File: config.mk
export PLATFORM = sky130hd
export DESIGN_NAME = al_timekeeper
export DESIGN_NICKNAME = d
export VERILOG_FILES = /design/src/rtl/al_timekeeper_pkg.sv /design/src/rtl/al_timekeeper_bcd_mod_counter.sv /design/src/rtl/al_timekeeper.sv
export SDC_FILE = /design/constraint.sdc
export NUM_CORES = 1
export LEC_CHECK = 0
export ABC_AREA = 0
export CAP_MARGIN = 20
export CORE_MARGIN = 10
export CORE_UTILIZATION = 42
export CTS_BUF_LIST = sky130_fd_sc_hd__clkbuf_4 sky130_fd_sc_hd__clkbuf_8 sky130_fd_sc_hd__clkbuf_16
export DETAILED_ROUTE_END_ITERATION = 8
export HOLD_SLACK_MARGIN = 0.02
export PLACE_DENSITY = 0.66
export REMOVE_ABC_BUFFERS = 1
export SYNTH_ARGS = -nofsm -noshare
export SYNTH_HDL_FRONTEND = slang
export SYNTH_SLANG_ARGS = --single-unit
File: constraint.sdc
create_clock -name clk -period 4.54 [get_ports clk]
set_clock_uncertainty 0.2 [all_clocks]
set_input_delay 0.908 -clock clk [delete_from_list [all_inputs] [get_ports clk]]
set_output_delay 0.908 -clock clk [all_outputs]
set_load 0.02 [all_outputs]
File: src/rtl/al_timekeeper_pkg.sv
// al_timekeeper_pkg: shared BCD limits, ring state encoding and BCD helpers for the alarm clock timekeeper.
package al_timekeeper_pkg;

    localparam logic [7:0] HOUR_MAX_BCD = 8'h23;
    localparam logic [7:0] MIN_MAX_BCD  = 8'h59;
    localparam logic [7:0] SEC_MAX_BCD  = 8'h59;

    typedef enum logic {
        RING_IDLE = 1'b0,
        RING_ON   = 1'b1
    } ring_state_t;

    // Two-digit BCD successor that wraps to 00 after max, never emitting a binary 0x0A.
    function automatic logic [7:0] bcd_next(input logic [7:0] q, input logic [7:0] max);
        return (q == max) ? 8'h00 : (q[3:0] == 4'd9) ? {q[7:4] + 4'd1, 4'd0} : q + 8'd1;
    endfunction

    function automatic logic hhmm_valid(input logic [15:0] k);
        return (k[15:12] <= 4'd9) && (k[11:8] <= 4'd9) && (k[7:4] <= 4'd9) && (k[3:0] <= 4'd9) &&
               (k[15:8] <= HOUR_MAX_BCD) && (k[7:0] <= MIN_MAX_BCD);
    endfunction

endpackage

File: src/rtl/al_timekeeper_bcd_mod_counter.sv
// bcd_mod_counter: two-digit BCD counter wrapping at MAX, with synchronous load and carry on wrap.
module bcd_mod_counter
    import al_timekeeper_pkg::*;
#(
    parameter logic [7:0] MAX = SEC_MAX_BCD
) (
    input  logic       clk,
    input  logic       reset_n,
    input  logic       inc,
    input  logic       load,
    input  logic [7:0] d,
    output logic [7:0] q,
    output logic       carry_out
);

    logic [7:0] r_q;

    always_ff @(posedge clk or negedge reset_n) begin
        if (!reset_n)
            r_q <= 8'h00;
        else if (load)
            r_q <= d;
        else if (inc)
            r_q <= bcd_next(r_q, MAX);
    end

    assign q         = r_q;
    assign carry_out = inc && (r_q == MAX);

endmodule

File: src/rtl/al_timekeeper.sv
// al_timekeeper: running BCD HH:MM:SS, validated time/alarm loads, alarm ring FSM and display mux.
module al_timekeeper
    import al_timekeeper_pkg::*;
#(
    parameter logic [7:0] RING_SECONDS = 8'd60,
    parameter int         TWELVE_HOUR  = 0
) (
    input  logic        clk,
    input  logic        reset_n,
    input  logic        one_second,
    input  logic [15:0] key_buffer,
    input  logic        load_new_time,
    input  logic        load_alarm,
    input  logic        show_alarm,
    input  logic        show_keyboard,
    input  logic        stop_alarm,
    output logic [15:0] display,
    output logic [7:0]  seconds,
    output logic        sound_alarm,
    output logic        alarm_armed,
    output logic        load_error
);

    if (TWELVE_HOUR != 0) begin : g_twelve_hour_unsupported
        $error("al_timekeeper supports 24-hour mode only (TWELVE_HOUR must be 0)");
    end

    logic        w_key_ok, w_ld_time, w_ld_alarm, w_tick, w_match;
    logic        w_ss_carry, w_mm_carry, w_hh_carry;
    logic [7:0]  w_ss, w_mm, w_hh, w_next_mm, w_next_hh;
    logic [15:0] r_alarm;
    logic        r_armed, r_load_error;
    logic [7:0]  r_ring_cnt;
    ring_state_t r_state, w_state_next;

    assign w_key_ok   = hhmm_valid(key_buffer);
    assign w_ld_time  = load_new_time && w_key_ok;
    assign w_ld_alarm = load_alarm && w_key_ok;
    // A valid time load swallows a same-cycle tick.
    assign w_tick     = one_second && !w_ld_time;

    bcd_mod_counter #(.MAX(SEC_MAX_BCD)) u_ss (
        .clk(clk), .reset_n(reset_n), .inc(w_tick), .load(w_ld_time),
        .d(8'h00), .q(w_ss), .carry_out(w_ss_carry)
    );

    bcd_mod_counter #(.MAX(MIN_MAX_BCD)) u_mm (
        .clk(clk), .reset_n(reset_n), .inc(w_ss_carry), .load(w_ld_time),
        .d(key_buffer[7:0]), .q(w_mm), .carry_out(w_mm_carry)
    );

    bcd_mod_counter #(.MAX(HOUR_MAX_BCD)) u_hh (
        .clk(clk), .reset_n(reset_n), .inc(w_mm_carry), .load(w_ld_time),
        .d(key_buffer[15:8]), .q(w_hh), .carry_out(w_hh_carry)
    );

    // HH:MM as it will be after this edge; only consulted when seconds roll over to 00.
    assign w_next_mm = w_mm_carry ? 8'h00 : bcd_next(w_mm, MIN_MAX_BCD);
    assign w_next_hh = w_hh_carry ? 8'h00 : w_mm_carry ? bcd_next(w_hh, HOUR_MAX_BCD) : w_hh;
    assign w_match   = w_ss_carry && r_armed && ({w_next_hh, w_next_mm} == r_alarm);

    always_ff @(posedge clk or negedge reset_n) begin
        if (!reset_n) begin
            r_alarm      <= 16'h0000;
            r_armed      <= 1'b0;
            r_load_error <= 1'b0;
        end else begin
            r_load_error <= (load_new_time || load_alarm) && !w_key_ok;
            if (w_ld_alarm) begin
                r_alarm <= key_buffer;
                r_armed <= 1'b1;
            end
        end
    end

    always_ff @(posedge clk or negedge reset_n) begin
        if (!reset_n)
            r_state <= RING_IDLE;
        else
            r_state <= w_state_next;
    end

    always_comb begin
        w_state_next = (r_state == RING_IDLE) ? (w_match ? RING_ON : RING_IDLE) :
                       (stop_alarm || (!w_match && one_second && r_ring_cnt <= 8'd1)) ? RING_IDLE : RING_ON;
    end

    always_ff @(posedge clk or negedge reset_n) begin
        if (!reset_n)
            r_ring_cnt <= 8'd0;
        else if (w_state_next == RING_IDLE)
            r_ring_cnt <= 8'd0;
        else if (w_match)
            r_ring_cnt <= RING_SECONDS;
        else if (one_second)
            r_ring_cnt <= r_ring_cnt - 8'd1;
    end

    always_comb begin
        sound_alarm = (r_state == RING_ON);
        display     = show_keyboard ? key_buffer : show_alarm ? r_alarm : {w_hh, w_mm};
        seconds     = w_ss;
        alarm_armed = r_armed;
        load_error  = r_load_error;
    end

endmodule

## After elaboration in Yosys (flattened, before gate mapping)

Index checks and enable logic that the tools add are counted.

| cells by class | value |
|---|---|
| add/sub/neg operators | 7 |
| order comparisons | 7 |
| equal/unequal tests | 8 |
| mux-type cells | 22 |
| reduce and logical (&&, ||, !) cells | 23 |

Operator list:

| kind | number |
|---|---|
| $mux W8 | 17 |
| $mux W16 | 2 |
| $add A8 B1 Y8 const B | 3 |
| $eq A16 B16 Y1 | 1 |
| $eq A8 B7 Y1 const B | 2 |
| $le A4 B4 Y1 const B | 4 |
| $logic_and A1 B1 Y1 | 16 |
| $add A4 B1 Y4 const B | 3 |
| $eq A4 B4 Y1 const B | 3 |
| $eq A8 B6 Y1 const B | 1 |
| $le A8 B1 Y1 const B | 1 |
| $le A8 B6 Y1 const B | 1 |
| $le A8 B7 Y1 const B | 1 |
| $sub A8 B1 Y8 const B | 1 |
| $reduce_bool A2 Y1 | 2 |
| $logic_not A1 Y1 | 3 |
| $mux W1 | 3 |
| $ne A3 B3 Y1 const B | 1 |
| $logic_or A1 B1 Y1 | 2 |

| word-level totals | value |
|---|---|
| bits in registers | 51 |
| output and inout bits | 27 |
| word-level logic and storage cells | 75 |

## Logic depth before layout (Yosys ltp)

| depth | value |
|---|---|
| depth after elaboration | 22 |
| gate-level depth with buffers | 13 |
| depth with buffers taken out | 11 |

## Hierarchy

Synthesis repeated with hierarchy kept, for this count alone.

| second synthesis, totals | value |
|---|---|
| cells, all modules | 518 |
| area total of the unflattened synthesis | 4,473.0 um^2 |

By module, submodules not included:

| module | times used | cells each | area an instance (um^2) |
|---|---|---|---|
| al_timekeeper | 1 | 314 | 2,626.3 |
| bcd_mod_counter (u_mm) | 1 | 70 | 639.4 |
| bcd_mod_counter (u_hh) | 1 | 69 | 609.3 |
| bcd_mod_counter (u_ss) | 1 | 65 | 598.1 |

## Worst setup path before layout

OpenSTA, ideal clock, no wires.

| timing | value |
|---|---|
| path type | input to output |
| from | input show_alarm |
| to | output display[10] |
| data arrival time | 2.329 ns |
| required time | 3.432 ns |
| setup slack | 1.103 ns |
| stages on the path | 4 |
| buffers on the path | 2 |
| path through | clkbuf_1 -> clkbuf_1 -> mux2i_1 -> o21ai_0 |

| between the ends | value |
|---|---|
| word-level cells in the longest chain between the ends | 2 |

RTL lines:

| item | RTL line | text |
|---|---|---|
| from (decl) | al_timekeeper.sv:14 | `input logic show_alarm,` |
| $mux W16 (2 in a row) | al_timekeeper.sv:101 | `display = show_keyboard ? key_buffer : show_alarm ? r_alarm : {w_hh, w_mm};` |
| to (decl) | al_timekeeper.sv:17 | `output logic [15:0] display,` |

No other way between the ends.

## Final worst setup path

| timing | value |
|---|---|
| from | input key_buffer[6] |
| to | register r_ring_cnt[4] |

| between the ends | value |
|---|---|
| word-level cells in the longest chain between the ends | 21 |

RTL lines:

| item | RTL line | text |
|---|---|---|
| from (decl) | al_timekeeper.sv:11 | `input logic [15:0] key_buffer,` |
| $le A4 B4 Y1 | al_timekeeper_pkg.sv:19 | `return (k[15:12] <= 4'd9) && (k[11:8] <= 4'd9) && (k[7:4] <= 4'd9) && (k[3:0] <= 4'd9) &&` |
| $logic_and A1 B1 Y1 (3 in a row) | al_timekeeper_pkg.sv:19 |  |
| $logic_and A1 B1 Y1 (*) | al_timekeeper_pkg.sv:20 | `(k[15:8] <= HOUR_MAX_BCD) && (k[7:0] <= MIN_MAX_BCD);` |
| $logic_and A1 B1 Y1 (*) | al_timekeeper.sv:37 | `assign w_ld_time = load_new_time && w_key_ok;` |
| $logic_not A1 Y1 (*) | al_timekeeper.sv:40 | `assign w_tick = one_second && !w_ld_time;` |
| $logic_and A1 B1 Y1 (*) | al_timekeeper.sv:40 |  |
| $logic_and A1 B1 Y1 (*) | al_timekeeper_bcd_mod_counter.sv:28 | `assign carry_out = inc && (r_q == MAX);` |
| $logic_and A1 B1 Y1 | al_timekeeper_bcd_mod_counter.sv:28 |  |
| (+2 left out) | n/a |  |
| $eq A16 B16 Y1 | al_timekeeper.sv:60 | `assign w_match = w_ss_carry && r_armed && ({w_next_hh, w_next_mm} == r_alarm);` |
| $logic_and A1 B1 Y1 (*) | al_timekeeper.sv:60 |  |
| $logic_not A1 Y1 | al_timekeeper.sv:85 | `(stop_alarm \|\| (!w_match && one_second && r_ring_cnt <= 8'd1)) ? RING_IDLE : RING_ON;` |
| $logic_and A1 B1 Y1 (2 in a row) | al_timekeeper.sv:85 |  |
| $logic_or A1 B1 Y1 | al_timekeeper.sv:85 |  |
| $mux W1 | al_timekeeper.sv:85 |  |
| $mux W1 | al_timekeeper.sv:84 | `w_state_next = (r_state == RING_IDLE) ? (w_match ? RING_ON : RING_IDLE) :` |
| $ne A3 B3 Y1 (no source line) or $mux W8 (tied branches) | n/a |  |
| to (signal assigned) | al_timekeeper.sv:96 | `r_ring_cnt <= r_ring_cnt - 8'd1;` |
| to (decl) | al_timekeeper.sv:33 | `logic [7:0] r_ring_cnt;` |

Mark *: on every way between the ends. The rest lies on a longest branch, timed or not.
A chain may end at the register's enable or synchronous reset.

==> results.json <==
{
  "gr-usage-all-layers_pct": 14.86,
  "initial_core_util_pct": 42.68,
  "drc": 0,
  "area_growth_syn_to_layout_pct": 18.80,
  "grt_max_degree": 52,
  "min_path_type": "flip-flop to flip-flop",
  "final_cell_mix": "51 x dfrtp_1, 49 x clkdlybuf4s50_1, 47 x nand2_1",
  "dp_cells": 578,
  "gp_congestion": 0.8983,
  "arrival_ps": 3960,
  "hold_buffers": 0,
  "ys_seq_elements": 51,
  "switching_power_uw": 591.8,
  "yosys_warnings": 0,
  "max_freq_mhz": 253.9,
  "overflow": 0,
  "period_needed_ps": 3939,
  "dp_hpwl_um": 7081,
  "path_clk_slew_ps": 90,
  "drive_gt1_share_pct": 7.966,
  "tightest_slew_ps": 764.2,
  "syn_area_sq_um": 3667,
  "p_seq_share_pct": 44.2,
  "vias_per_cell": 5.663,
  "num_vias": 3313,
  "cellPowerDensity_nw_per_um2": 349.6,
  "fillCellCount": 832,
  "combPwrFrac_pct": 38.2,
  "totalWireLength_um": 9571,
  "ys_types": 59,
  "io_buffer_count": 50,
  "synth_edf_count": 0,
  "cts_buffers": 5,
  "h-tree-depth": 2,
  "antenna_found_initial": 0,
  "crit_type": "input pin to flip-flop",
  "dr.first_iter.drc_count": 137,
  "post_cts_buffers": 0,
  "core_area_sq_um": 8593,
  "seqCellArea_sq_um": 1276,
  "syn_area_per_cell_sq_um": 8.469,
  "relSlewSlack_pct": 48.93,
  "ys_seq_area_share_pct": 34.80,
  "dieWidth_um": 113.4,
  "grt_first_pass_wirelength_um": 16210,
  "clock_path_buffers": 2,
  "crit_fanout": 7,
  "cts.repair.resized": 0,
  "fin_crit_sh_pct": 86.76,
  "status": "complete, no violations",
  "final_cells": 585,
  "async_flop_share_pct": 100.0,
  "root_buffer": "clkbuf_8",
  "tns_ps": 0,
  "rsz0062_at_grt": "no",
  "clk_latency_ps": 300,
  "p_clk_share_pct": 17.6,
  "fin_nets": 515,
  "required_ps": 4560,
  "detail-route-antenna-nets": 0,
  "crit_path_end_kind": "flip-flop",
  "die_y_um": 113.4,
  "diodes": 0,
  "multi_input_area_sq_um": 2246,
  "design_area_sq_um": 4357,
  "critPathLaunchType": "input pin",
  "netlist_instances": 433,
  "wire_per_inst_um": 16.36,
  "p_leak_uw": 0.001866,
  "finalMaxSlewViolations": 0,
  "placed_area_sq_um": 4269,
  "dr.pass1.iters": 4,
  "drv_cap": 0,
  "setup_violations": 0,
  "power_uw": 1523,
  "cts_sinks": 51,
  "rows": 34,
  "final_common_cell": "dfrtp_1",
  "grt_pass1_vias": 3231,
  "power.internal_uw": 931.1,
  "timing.final.hold_violations": 0,
  "io_pins": 51,
  "die_area_sq_um": 12870,
  "cts_tree": "built",
  "final_util_pct": 50.70,
  "ys.flop_type": "dfrtp_1",
  "peakVddDrop_uv": 207.5,
  "switching_share_pct": 38.86
}
synth_stat cells, types with 4 or more instances:
cell type / n / area share, %
clkbuf_1: 17 / 1.7
mux2i_1: 21 / 5.7
nand3_1: 11 / 1.5
or3_1: 6 / 1.0
nand2b_1: 7 / 1.2
inv_1: 12 / 1.2
a22oi_1: 5 / 1.0
nor2_1: 34 / 3.5
nor4_1: 6 / 1.0
nor2b_1: 4 / 0.68
nor3_1: 15 / 2.0
nand2_1: 47 / 4.8
and3_1: 6 / 1.0
o21ai_0: 41 / 5.6
xnor2_1: 8 / 1.9
dfrtp_1: 51 / 35
nand4_1: 5 / 0.85
xor2_1: 10 / 2.4
a21oi_1: 34 / 4.6
and3b_1: 4 / 0.96
ha_1: 14 / 4.8
mux2_2: 13 / 4.0
layout make-up:
type | instances | share of cell area, %
clock buffers | 6 | 1.895
clock inverters | 1 | 0.1149
inverters | 13 | 1.120
multi-input cells | 347 | 51.55
flip-flops and latches | 51 | 29.29
well taps | 108 | 3.102
repair buffers | 59 | 12.92
path summary, 6_finish.rpt:
check	end	start	cells after the start	slack, ps
hold / removal	alarm_armed	alarm_armed	1	330
max in group asynchronous	u_hh.q[7]	reset_n	2	3180
setup reg to reg	r_ring_cnt[4]	u_mm.q[0]	10	730
hold reg to reg	alarm_armed	alarm_armed	1	330
setup / recovery	r_ring_cnt[4]	key_buffer[6]	10	600
min in group asynchronous	r_alarm[1]	reset_n	2	510
state kept, by name, indices dropped and copies added, names as in the netlist:
name and cells:
r_alarm 16, load_error 1, u_mm.q 8, r_ring_cnt 8
sound_alarm 1, alarm_armed 1, u_hh.q 8, u_ss.q 8
through the flow:
stage | hold slack (ps) | setup slack, ps
2_1_floorplan | 297.3 | 695.8
3_3_place_gp | 309.8 | 350.2
3_5_place_dp | 319.8 | 320.6
4_1_cts | 342.5 | 617.2
5_1_grt | 364.1 | 367.0
6_report | 325.3 | 601.3
layer usage:
| layer | GRT usage (%) | share of wire (%) | routed length (um) | vias up |
|---|---|---|---|---|
| met5 | 0 | 0 | 0 | - |
| met4 | 2.453 | 0.64 | 61 | 0 |
| met3 | 3.465 | 5.0 | 483 | 6 |
| met2 | 24.50 | 47 | 4514 | 69 |
| met1 | 19.63 | 47 | 4512 | 1576 |
| li1 | - | - | - | 1662 |
cells by family (layout without fill, tap and decap cells):
| logic type | after synthesis | in the layout | share of synthesized area (%) |
|---|---|---|---|
| simple gates | 164 | 164 | 22.79 |
| compound gates | 117 | 117 | 19.65 |
| flops | 51 | 51 | 34.80 |
| buf+inv | 35 | 79 | 3.957 |
| mux | 34 | 34 | 9.724 |
| xor+xnor | 18 | 18 | 4.299 |
| fa+ha+maj | 14 | 14 | 4.777 |
power groups by stage:
stage          sequential (uW)  clock, uW  combinational (uW)
6_report                   672        268                 582
3_5_place_dp               678          0                 585
4_1_cts                    669        281                 590
5_1_grt                    694        297                 654
3_3_place_gp               675          0                 571
2_1_floorplan              673          0                 345
critical path, cell delays in order:
cell	delay [ps]
clkdlybuf4s50_1	480
a2111oi_0	530
and3_1	290
a211oi_2	140
and3_1	230
or3_1	320
a2111oi_2	410
nand4_2	260
or2_1	310
o21ai_0	80
Power figures use the tool's default switching activity.
